==> src/rtl/video_timing_gen_if.sv <==
// Raster timing bundle: pixel strobe, blanking/sync and counters
// from the timing generator to the pattern/framebuffer stage.
interface video_timing_gen_if;
  logic       ce_pix;
  logic       hblank;
  logic       hsync;
  logic       vblank;
  logic       vsync;
  logic [9:0] hcount;
  logic [9:0] vcount;
  logic       line_rep;
  logic       frame_start;

  modport master (
    output ce_pix, hblank, hsync, vblank, vsync,
    output hcount, vcount, line_rep, frame_start
  );

  modport slave (
    input ce_pix, hblank, hsync, vblank, vsync,
    input hcount, vcount, line_rep, frame_start
  );
endinterface

==> src/rtl/video_timing_gen.sv <==
// Raster timing generator: pixel clock-enable divider, h/v counters with NTSC/PAL
// frame length and scandoubling, registered blank/sync decode aligned to the counters.
module video_timing_gen #(
  parameter int CE_DIV       = 8,
  parameter int H_ACTIVE     = 256,
  parameter int H_FP         = 16,
  parameter int H_SYNC       = 32,
  parameter int H_TOTAL      = 340,
  parameter int V_ACTIVE     = 240,
  parameter int V_FP_NTSC    = 3,
  parameter int V_FP_PAL     = 27,
  parameter int V_SYNC       = 3,
  parameter int V_TOTAL_NTSC = 262,
  parameter int V_TOTAL_PAL  = 312
) (
  input  logic               sys_clk,
  input  logic               reset_n,
  input  logic               pal,
  input  logic               scandouble,
  video_timing_gen_if.master vid
);

  localparam int DIV_W = $clog2(CE_DIV);

  localparam logic [DIV_W-1:0] DIV_LAST_N  = DIV_W'(CE_DIV - 1);
  localparam logic [DIV_W-1:0] DIV_LAST_SD = DIV_W'(CE_DIV / 2 - 1);

  localparam logic [9:0] H_LAST     = 10'(H_TOTAL - 1);
  localparam logic [9:0] H_ACT_C    = 10'(H_ACTIVE);
  localparam logic [9:0] HS_START   = 10'(H_ACTIVE + H_FP);
  localparam logic [9:0] HS_END     = 10'(H_ACTIVE + H_FP + H_SYNC);
  localparam logic [9:0] V_ACT_C    = 10'(V_ACTIVE);
  localparam logic [9:0] VN_LAST    = 10'(V_TOTAL_NTSC - 1);
  localparam logic [9:0] VP_LAST    = 10'(V_TOTAL_PAL - 1);
  localparam logic [9:0] VS_START_N = 10'(V_ACTIVE + V_FP_NTSC);
  localparam logic [9:0] VS_END_N   = 10'(V_ACTIVE + V_FP_NTSC + V_SYNC);
  localparam logic [9:0] VS_START_P = 10'(V_ACTIVE + V_FP_PAL);
  localparam logic [9:0] VS_END_P   = 10'(V_ACTIVE + V_FP_PAL + V_SYNC);

  logic [DIV_W-1:0] div_cnt_r, div_nxt_s, div_last_s;
  logic             ce_pix_r, ce_nxt_s;
  logic [9:0]       hcount_r, hcount_nxt_s;
  logic [9:0]       vcount_r, vcount_nxt_s, v_last_s;
  logic [9:0]       vs_start_s, vs_end_s;
  logic             line_rep_r, line_rep_nxt_s;
  logic             frame_wrap_s, sd_change_s;
  logic             pal_l_r, sd_l_r, pal_nxt_s, sd_nxt_s, init_r;
  logic             hblank_r, hsync_r, vblank_r, vsync_r, frame_start_r;
  logic             hblank_nxt_s, hsync_nxt_s, vblank_nxt_s, vsync_nxt_s;

  // Counter next-state: advance one pixel per ce_pix; lines repeat once when scandoubling
  always_comb begin
    hcount_nxt_s   = hcount_r;
    vcount_nxt_s   = vcount_r;
    line_rep_nxt_s = line_rep_r;
    frame_wrap_s   = 1'b0;
    v_last_s       = pal_l_r ? VP_LAST : VN_LAST;
    if (ce_pix_r) begin
      if (hcount_r == H_LAST) begin
        hcount_nxt_s = 10'd0;
        if (sd_l_r && !line_rep_r) begin
          line_rep_nxt_s = 1'b1;
        end else begin
          line_rep_nxt_s = 1'b0;
          if (vcount_r == v_last_s) begin
            vcount_nxt_s = 10'd0;
            frame_wrap_s = 1'b1;
          end else begin
            vcount_nxt_s = vcount_r + 10'd1;
          end
        end
      end else begin
        hcount_nxt_s = hcount_r + 10'd1;
      end
    end else begin
      hcount_nxt_s = hcount_r;
    end
  end

  // Mode capture, pixel divider and blank/sync decode from next-state counters
  always_comb begin
    pal_nxt_s = pal_l_r;
    sd_nxt_s  = sd_l_r;
    if (!init_r || frame_wrap_s) begin
      pal_nxt_s = pal;
      sd_nxt_s  = scandouble;
    end else begin
      pal_nxt_s = pal_l_r;
      sd_nxt_s  = sd_l_r;
    end
    sd_change_s = frame_wrap_s && (scandouble != sd_l_r);
    div_last_s  = sd_l_r ? DIV_LAST_SD : DIV_LAST_N;
    if (sd_change_s) begin
      div_nxt_s = '0;
      ce_nxt_s  = 1'b0;
    end else if (div_cnt_r == div_last_s) begin
      div_nxt_s = '0;
      ce_nxt_s  = 1'b1;
    end else begin
      div_nxt_s = div_cnt_r + DIV_W'(1);
      ce_nxt_s  = 1'b0;
    end
    vs_start_s   = pal_nxt_s ? VS_START_P : VS_START_N;
    vs_end_s     = pal_nxt_s ? VS_END_P : VS_END_N;
    hblank_nxt_s = (hcount_nxt_s >= H_ACT_C);
    hsync_nxt_s  = (hcount_nxt_s >= HS_START) && (hcount_nxt_s < HS_END);
    vblank_nxt_s = (vcount_nxt_s >= V_ACT_C);
    vsync_nxt_s  = (vcount_nxt_s >= vs_start_s) && (vcount_nxt_s < vs_end_s);
  end

  // State and output registers
  always_ff @(posedge sys_clk or negedge reset_n) begin
    if (!reset_n) begin
      div_cnt_r     <= '0;
      ce_pix_r      <= 1'b0;
      hcount_r      <= 10'd0;
      vcount_r      <= 10'd0;
      line_rep_r    <= 1'b0;
      pal_l_r       <= 1'b0;
      sd_l_r        <= 1'b0;
      init_r        <= 1'b0;
      hblank_r      <= 1'b0;
      hsync_r       <= 1'b0;
      vblank_r      <= 1'b0;
      vsync_r       <= 1'b0;
      frame_start_r <= 1'b0;
    end else begin
      div_cnt_r     <= div_nxt_s;
      ce_pix_r      <= ce_nxt_s;
      hcount_r      <= hcount_nxt_s;
      vcount_r      <= vcount_nxt_s;
      line_rep_r    <= line_rep_nxt_s;
      pal_l_r       <= pal_nxt_s;
      sd_l_r        <= sd_nxt_s;
      init_r        <= 1'b1;
      hblank_r      <= hblank_nxt_s;
      hsync_r       <= hsync_nxt_s;
      vblank_r      <= vblank_nxt_s;
      vsync_r       <= vsync_nxt_s;
      frame_start_r <= frame_wrap_s;
    end
  end

  assign vid.ce_pix      = ce_pix_r;
  assign vid.hblank      = hblank_r;
  assign vid.hsync       = hsync_r;
  assign vid.vblank      = vblank_r;
  assign vid.vsync       = vsync_r;
  assign vid.hcount      = hcount_r;
  assign vid.vcount      = vcount_r;
  assign vid.line_rep    = line_rep_r;
  assign vid.frame_start = frame_start_r;

endmodule

==> src/flat_wrapper.sv <==
// flat-port wrapper written by rule: the top's interface ports become plain ports
module video_timing_gen_flat 
#(
  parameter int CE_DIV       = 8,
  parameter int H_ACTIVE     = 256,
  parameter int H_FP         = 16,
  parameter int H_SYNC       = 32,
  parameter int H_TOTAL      = 340,
  parameter int V_ACTIVE     = 240,
  parameter int V_FP_NTSC    = 3,
  parameter int V_FP_PAL     = 27,
  parameter int V_SYNC       = 3,
  parameter int V_TOTAL_NTSC = 262,
  parameter int V_TOTAL_PAL  = 312
)
  (sys_clk, reset_n, pal, scandouble, vid_ce_pix, vid_hblank, vid_hsync, vid_vblank, vid_vsync, vid_hcount, vid_vcount, vid_line_rep, vid_frame_start);
  video_timing_gen_if vid_i ();
  input  logic sys_clk;
  input  logic reset_n;
  input  logic pal;
  input  logic scandouble;
  output wire logic [$bits(vid_i.ce_pix)-1:0] vid_ce_pix;
  output wire logic [$bits(vid_i.hblank)-1:0] vid_hblank;
  output wire logic [$bits(vid_i.hsync)-1:0] vid_hsync;
  output wire logic [$bits(vid_i.vblank)-1:0] vid_vblank;
  output wire logic [$bits(vid_i.vsync)-1:0] vid_vsync;
  output wire logic [$bits(vid_i.hcount)-1:0] vid_hcount;
  output wire logic [$bits(vid_i.vcount)-1:0] vid_vcount;
  output wire logic [$bits(vid_i.line_rep)-1:0] vid_line_rep;
  output wire logic [$bits(vid_i.frame_start)-1:0] vid_frame_start;
  assign vid_ce_pix = vid_i.ce_pix;
  assign vid_hblank = vid_i.hblank;
  assign vid_hsync = vid_i.hsync;
  assign vid_vblank = vid_i.vblank;
  assign vid_vsync = vid_i.vsync;
  assign vid_hcount = vid_i.hcount;
  assign vid_vcount = vid_i.vcount;
  assign vid_line_rep = vid_i.line_rep;
  assign vid_frame_start = vid_i.frame_start;
  video_timing_gen #(.CE_DIV(CE_DIV), .H_ACTIVE(H_ACTIVE), .H_FP(H_FP), .H_SYNC(H_SYNC), .H_TOTAL(H_TOTAL), .V_ACTIVE(V_ACTIVE), .V_FP_NTSC(V_FP_NTSC), .V_FP_PAL(V_FP_PAL), .V_SYNC(V_SYNC), .V_TOTAL_NTSC(V_TOTAL_NTSC), .V_TOTAL_PAL(V_TOTAL_PAL)) u_core (.sys_clk(sys_clk), .reset_n(reset_n), .pal(pal), .scandouble(scandouble), .vid(vid_i));
endmodule
==> config.mk <==
export PLATFORM = sky130hd
export DESIGN_NAME = video_timing_gen_flat
export DESIGN_NICKNAME = d
export VERILOG_FILES = /design/src/rtl/video_timing_gen_if.sv /design/src/rtl/video_timing_gen.sv /design/src/flat_wrapper.sv
export SDC_FILE = /design/constraint.sdc
export NUM_CORES = 1
export LEC_CHECK = 0
export ABC_AREA = 1
export BUFFER_PORTS_ARGS = -buffer_cell sky130_fd_sc_hd__buf_2
export CORE_MARGIN = 8
export CORE_UTILIZATION = 56
export DETAILED_ROUTE_END_ITERATION = 10
export HOLD_SLACK_MARGIN = 0.06
export PLACE_DENSITY = 0.76
export SYNTH_ARGS = -nofsm -noshare
export SYNTH_HDL_FRONTEND = slang
export SYNTH_SLANG_ARGS = --single-unit
export TNS_END_PERCENT = 5
==> constraint.sdc <==
create_clock -name sys_clk -period 3.4 [get_ports sys_clk]
set_input_delay 0.17 -clock sys_clk [delete_from_list [all_inputs] [get_ports sys_clk]]
set_output_delay 0.17 -clock sys_clk [all_outputs]
set_load 0.05 [all_outputs]
# == After elaboration in Yosys (flattened, before gate mapping) ==
# Index checks and enable logic that the tools add are counted.
# totals
mem_bits_rw,0
register_bits,33
output_inout_bits,27
mem_count,0
elab_cells,54
input_bits,4
latchBits,0
mem_bits_ro,0
# classes
n_bitwise,0
reduce_logical,8
multipliers,0
mux,20
magnitude_cmp,6
n_eq_ne,4
n_shift,0
div,0
addsub,3
# op_table
op,count
$mux W10,6
$add A10 B1 Y10 const B,2
$ge A10 B9 Y1 const B,2
$mux W9,2
$eq A10 B10 Y1,1
$eq A10 B9 Y1 const B,1
$ge A10 B10 Y1,1
$ge A10 B8 Y1 const B,1
$lt A10 B10 Y1,1
$lt A10 B9 Y1 const B,1
$mux W3,3
$mux W1,8
$mux W6,1
$logic_and A1 B1 Y1,4
$add A3 B1 Y3 const B,1
$eq A3 B3 Y1,1
$logic_not A1 Y1,2
$reduce_and A2 Y1,1
$logic_or A1 B1 Y1,1
$ne A1 B1 Y1,1

# == Logic depth before layout (Yosys ltp) ==
# Gate-level depths: netlist of run 1.
# depth
depth_word,11
ltp_mapped,17
mapped_depth_nobuf,17

# == Worst setup path after synthesis of run 1 ==
# OpenSTA, ideal clock, no wires.
# synth_path
kind,reg-to-reg
from,reg u_core.hcount_r[0] (netlist: u_core.vid.hcount[0])
to,reg u_core.vsync_r (netlist: u_core.vid.vsync)
arrival_time_ns,2.661
period_less_slack_ns,2.734
path_slack_ns,0.666
required_ns,3.327
setup_time_ns,0.073
path_stages_with_launch,17
cell_sequence,dfrtp_1 > ha_1 > nand2_1 > nor2_1 > nand3_2 > nor2_4 > nand2_2 > buf_6 > nand3_1 > nand2_1 > ha_1 > inv_1 > nor4_1 > nand4_1 > a21oi_1 > nand3_2 > a21oi_2
# synth_between
elab_chain_len,8
# synth_lines
item,line_no,source
"start, declared",video_timing_gen.sv:42,"logic [9:0] hcount_r, hcount_nxt_s;"
"start signal, assigned",video_timing_gen.sv:130,hcount_r <= hcount_nxt_s;
$eq A10 B9 Y1 *,video_timing_gen.sv:59,if (hcount_r == H_LAST) begin
$mux W1,video_timing_gen.sv:59,
$mux W1,video_timing_gen.sv:58,if (ce_pix_r) begin
$logic_or A1 B1 Y1,video_timing_gen.sv:84,if (!init_r || frame_wrap_s) begin
$mux W1,video_timing_gen.sv:84,
$mux W9 (on tied branches),"video_timing_gen.sv:103, video_timing_gen.sv:104",
$ge A10 B10 Y1 or $lt A10 B10 Y1 (tied branches),video_timing_gen.sv:108,vsync_nxt_s = (vcount_nxt_s >= vs_start_s) && (vcount_nxt_s < vs_end_s);
$logic_and A1 B1 Y1 *,video_timing_gen.sv:108,
via u_core.vsync_nxt_s,video_timing_gen.sv:49,"logic hblank_nxt_s, hsync_nxt_s, vblank_nxt_s, vsync_nxt_s;"
"end signal, assigned",video_timing_gen.sv:139,vsync_r <= vsync_nxt_s;
"end, declared",video_timing_gen.sv:48,"logic hblank_r, hsync_r, vblank_r, vsync_r, frame_start_r;"
# The timed path passes the listed nets; every way through them passes the cells marked *.
# A chain may end at the register's enable or synchronous reset.

# == Worst setup path after layout of run 1 ==
# layout_path
from,reg u_core.hcount_r[1] (netlist: u_core.vid.hcount[1])
to,reg u_core.vsync_r (netlist: u_core.vid.vsync)
# The elaborated chain is that of the path after synthesis.

==> results.toml, run 1 <==
[clock_tree]
clk_path_buf_depth = 2
worstSkewPairLatency_ns = 0.33
clock-sinks = 33
postCtsSetupBuffers = 0
cts_htree_levels = 2
cts_tree = "done"
cts-root-buf = "clkbuf_4"
cts_buffers = 5
clk_pin_slew_ns = 0.11

[worst_setup_path]
required_ns = 3.66
crit_family = "simple AND/OR/NAND/NOR gates"
path_max_fanout = 11
path_buf_inv = 1
worst_path_max_delay_cell = "dfrtp_1"
startpoint_type = "flop"
critPathArrivalTime_ns = 2.90
cp_cell_sequence = "ha_1 > nand2_1 > nor2_1 > nand3_2 > nor2_4 > nand2_2 > nand3_1 > nand2_1 > ha_1 > inv_1 > nor4_1 > nand4_1 > a21oi_1 > nand3_2 > a21oi_2"
crit_path_end_kind = "flop"
worstSetupPathType = "flop to flop"
cp_slowest_stage_delay_ns = 0.41

[die]
num_io_pins = 31
dieArea_um2 = 5680
placement_rows = 21
core_um2 = 3360
initial_utilization_pct = 58.6
fp.dieW_um = 75.3
dieHeight_um = 75.3

[sta]
hold_viol = 0
finalSetupTns_ns = 0
relSlewSlack_pct = 52.1
max_clock_freq_mhz = 379
finalClockSkew_ns = 0.00903
drv_slew = 0
rsz0062_at_grt = "false"
final-setup-viol-count = 0
period_minus_slack_ns = 2.64
min_period_over_period_pct = 77.7
worst_pin_slew_ns = 0.718

[grt]
antenna_found_initial = 0
grt_pass1_wl_mm = 7.51
grt_start_max_net_pins = 34
grt_use_total_pct = 16.9
grt.overflow.total = 0
grt_pass1_vias = 1744

[power]
finalPower_w = 0.00117
p_leak_nw = 1.24
powerDensity_nw_per_um2 = 516
peakVddDrop_v = 0.000288

[routing]
drtIter0Drc = 113
antenna_left = 0
via_per_inst = 5.09
drc = 0
totalWireLength_mm = 4.27
vias = 1775
first_pass_iters = 4
wire_per_inst_um = 12.2

[synthesis]
synth_nets = 276
synth_top_area_cell = "dfrtp_1"
synth_cell_types = 27
syn_inst = 265
synth_area_um2 = 1970
ys_top_cells_by_area = "dfrtp_1, nand2_1, inv_1, nand3_1, nor2_1"
synth-seq-area-share_pct = 41.9
yosys.area.top_type_share_pct = 41.9
ys_ff_latch = 33
syn_area_per_cell_um2 = 7.44
yosysWarnings = 0

[layout]
final_common_cell = "nand2_1"
layout_common_cells = "nand2_1, inv_1, dfrtp_1, nor2_1, buf_2"
num_antenna_cells = 0
final_util_pct = 67.4
drive_gt1_share_pct = 18.8
area_delta_synth_final_pct = 15.0
fin_nets = 313

[job]
drv_cap = 0

[min_path]
min_path_type = "primary input to flop"

[place]
io_buffers = 30
gp_congestion = 0.852
dp_hpwl_mm = 3.32

[status]
status = "finished clean"
-- worst register-to-register path, cell delays in order (launching register included) --
cell and delay [ns]:
dfrtp_1 0.41, ha_1 0.23, nand2_1 0.09, nor2_1 0.13, nand3_2 0.12, nor2_4 0.17
nand2_2 0.17, nand3_1 0.15, nand2_1 0.14, ha_1 0.31, inv_1 0.04, nor4_1 0.15
nand4_1 0.11, a21oi_1 0.17, nand3_2 0.09, a21oi_2 0.10
-- Yosys cell counts --
master / count
buf_6: 1
nor4_1: 1
nor2_2: 5
nand2_2: 5
nor2_1: 31
nand3b_1: 1
xor2_1: 4
nand2_1: 58
nand3_1: 25
nor2_4: 3
conb_1: 1
nand3_2: 3
xnor2_1: 2
o21ai_0: 8
dfrtp_1: 33
a211oi_1: 1
ha_1: 7
a21oi_1: 7
a21oi_2: 1
nor3_1: 3
inv_1: 51
o21ai_1: 1
o21bai_1: 1
nor3_2: 2
nor3b_1: 1
buf_1: 1
nand4_1: 8
-- registers in the layout (all words and copies together) (netlist names) --
register,cells
u_core.pal_l_r,1
u_core.vid.vsync,1
u_core.div_cnt_r,3
u_core.vid.vblank,1
u_core.vid.ce_pix,1
u_core.vid.hcount,10
u_core.vid.line_rep,1
u_core.vid.hsync,1
u_core.vid.vcount,10
u_core.vid.hblank,1
u_core.init_r,1
u_core.vid.frame_start,1
u_core.sd_l_r,1
-- metrics by stage --
stage	worst slack [ns]	std cells	area, um2	hold slack, ns
floorplan	0.666	265	1970	-0.126
global placement	0.901	340	2170	0.261
detailed placement	0.804	340	2170	0.267
CTS	0.756	349	2270	0.0922
global route	0.352	349	2270	0.0940
finish	0.759	349	2270	0.103
-- repair_timing --
action                                 CTS  global route
resized for setup                        0             0
hold buffers                             1             0
endpoints found under the hold margin   33             0
-- layout make-up --
type | instances | area, um2
Sequential cell | 33 | 826
Inverter | 51 | 191
Multi-Input combinational cell | 179 | 940
Clock buffer | 7 | 55.1
Timing Repair Buffer | 32 | 168
Clock inverter | 1 | 30.0
Tap cell | 46 | 57.6
Fill cell | 329 | 1100
-- per-layer routing --
| layer | part of all wire (%) | global-route usage (%) | vias to the layer above |
|---|---|---|---|
| met2 | 46 | 28.0 | 46 |
| li1 | - | - | 904 |
| met1 | 46 | 20.4 | 815 |
| met3 | 6.8 | 4.87 | 10 |
| met4 | 1.6 | 5.97 | 0 |
| met5 | 0 | 0 | - |
-- kinds of logic (layout without fill, tap and decap cells) --
logic type      Yosys count  after routing  share of synthesized area [%]
simple gates            146            146                           35.1
buf+inv                  53             91                           10.5
flops                    33             33                           41.9
compound gates           19             19                           5.27
fa+ha+maj                 7              7                           4.44
xor+xnor                  6              6                           2.66
other cells               1              1                          0.190
-- worst paths after layout --
check                                          start              endpoint  slack [ns]  cells past startpoint
min in group asynchronous                    reset_n  u_core.vid.hcount[4]        0.42                      2
worst max register to register  u_core.vid.hcount[1]      u_core.vid.vsync        0.76                     15
worst min-delay path                      scandouble         u_core.sd_l_r        0.10                      3
worst max-delay path            u_core.vid.hcount[1]      u_core.vid.vsync        0.76                     15
worst min register to register   u_core.div_cnt_r[0]   u_core.div_cnt_r[0]        0.46                      1
max in group asynchronous                    reset_n        u_core.pal_l_r        2.52                      2
-- power breakdown --
part / internal, W / switching (W) / total [W] / leakage (nW)
Clock: 0.000176 / 0.000132 / 0.000308 / 0.0455
Combinational: 0.000102 / 0.000265 / 0.000367 / 0.751
Sequential: 0.000447 / 0.0000477 / 0.000495 / 0.441
Total: 0.000725 / 0.000445 / 0.00117 / 1.24
(Power assumes the default switching activity.)
==> run 2: changes to the inputs <==
Clock period 3.4 ns to 2.7 ns, I/O delays scaled along.
==> results.toml, run 2 (synthesis results as in run 1) <==
[status]
status = "finished clean"

[sta]
min_period_over_period_pct = 97.8
drv_slew = 0
worst_pin_slew_ns = 0.741
relSlewSlack_pct = 50.6
finalClockSkew_ns = 0.00544
final-setup-viol-count = 0
finalSetupTns_ns = 0
holdWs_ns = 0.397
max_clock_freq_mhz = 379
hold_viol = 0
period_minus_slack_ns = 2.64

[die]
core_um2 = 3360
dieHeight_um = 75.3
initial_utilization_pct = 58.6
placement_rows = 21
dieArea_um2 = 5680
num_io_pins = 31
fp.dieW_um = 75.3

[grt]
grt_use_total_pct = 17.4
grt_start_max_net_pins = 34
antenna_found_initial = 0
grt_pass1_wl_mm = 7.59
grt_pass1_vias = 1693
grt.overflow.total = 0

[worst_setup_path]
path_max_fanout = 11
path_depth = 15
startpoint_type = "flop"
cp_cell_sequence = "ha_2 > nand2_1 > nor2_1 > nand3_2 > nor2_4 > nand2_4 > nand3_1 > nand2_1 > ha_1 > inv_1 > nor4_1 > nand4_1 > a21oi_2 > nand3_2 > a21oi_2"
cp_slowest_stage_delay_ns = 0.40
worst_path_max_delay_cell = "dfrtp_2"
critPathArrivalTime_ns = 2.91
required_ns = 2.97
worstSetupPathType = "flop to flop"
crit_end = "u_core.vid.vsync"
reg2reg_to = "u_core.vid.vsync"
crit_start = "u_core.vid.hcount[1]"
crit_family = "simple AND/OR/NAND/NOR gates"
crit_path_end_kind = "flop"
reg2reg_depth = 15
r2r-start = "u_core.vid.hcount[1]"
rrSetupSlack_ns = 0.06
path_buf_inv = 1

[clock_tree]
cts_tree = "done"
worstSkewPairLatency_ns = 0.33
clk_pin_slew_ns = 0.10
cts_htree_levels = 2
cts_buffers = 5
clk_path_buf_depth = 2
clock-sinks = 33
cts-root-buf = "clkbuf_4"

[layout]
area_delta_synth_final_pct = 15.7
multi_input_area_um2 = 951
fin_nets = 317
fillers = 298
seq_area_um2 = 830
layoutNonFillerInstCount = 353
layout_common_cells = "nand2_1, inv_1, nor2_1, buf_2, dfrtp_1"
num_antenna_cells = 0
final_common_cell = "nand2_1"
drive_gt1_share_pct = 20.2

[place]
io_buffers = 30
dp_hpwl_mm = 3.43
gp_congestion = 0.899
dp.cells = 341

[routing]
totalWireLength_mm = 4.55
via_per_inst = 5.08
dr_wl_met2_mm = 2.19
first_pass_iters = 4
vias = 1793
top_layer = "met4"
wire_per_inst_um = 12.9
antenna_left = 0
drt-met1-wl_mm = 1.90
dr_wl_met3_um = 395
drc = 0
drtIter0Drc = 89

[power]
powerDensity_nw_per_um2 = 597
p_leak_nw = 1.24
peakVddDrop_v = 0.000317
finalPower_w = 0.00136

[min_path]
min_path_type = "primary input to asynchronous set/reset pin"

[job]
drv_cap = 0
-- run 2: changes by cell type in the layout (fill, tap and decap cells not counted), sizes merged --
cell and change:
buf +2, bufinv -1, clkbuf +1, dlygate4sd3 +2
-- run 2: power by group --
group          internal (W)  switching [W]
combinational      0.000134       0.000337
clock              0.000104       0.000157
sequential         0.000566      0.0000627
total              0.000804       0.000557
-- run 2: timing repair --
| item | in CTS | in global routing |
|---|---|---|
| buffers inserted | 0 | 1 |
| hold endpoints to repair | 35 | 0 |
| endpoints found under the setup margin | 0 | 1 |
| resized for setup | 0 | 4 |
| hold buffers | 3 | 0 |
-- run 2: final cells by class --
cell class | count | area share [%]
tap | 46 | 2.52
multi-input combinational | 179 | 41.7
sequential | 33 | 36.4
inverter | 51 | 8.39
clock buffer | 8 | 2.14
timing repair buffer | 36 | 8.89
-- run 2: stage by stage --
step / utilization, % / instance area [um2] / setup slack (ns)
final: 67.8 / 2280 / 0.0600
after global routing: 67.8 / 2280 / -0.147
after CTS: 67.2 / 2260 / 0.0519
after detailed placement: 64.9 / 2180 / 0.0573
after global placement: 64.9 / 2180 / 0.157
after floorplan: - / 1970 / 0.132
-- run 2: worst min path at each step --
stage	start	to	slack, ns	depth (start not counted)
finish	reset_n	u_core.vid.vcount[8]	0.40	2
global route	reset_n	u_core.vid.hcount[4]	0.48	2
floorplan	reset_n	u_core.div_cnt_r[0]	-0.16	0
global placement	reset_n	u_core.div_cnt_r[2]	0.24	1
detailed placement	reset_n	u_core.div_cnt_r[1]	0.24	1
CTS	reset_n	u_core.vid.hcount[4]	0.41	2
-- run 2: routing by layer --
metal	vias to the layer above	global-route usage [%]
met3	8	5.26
li1	912	-
met5	-	0
met1	814	21.0
met4	0	6.18
met2	59	28.9
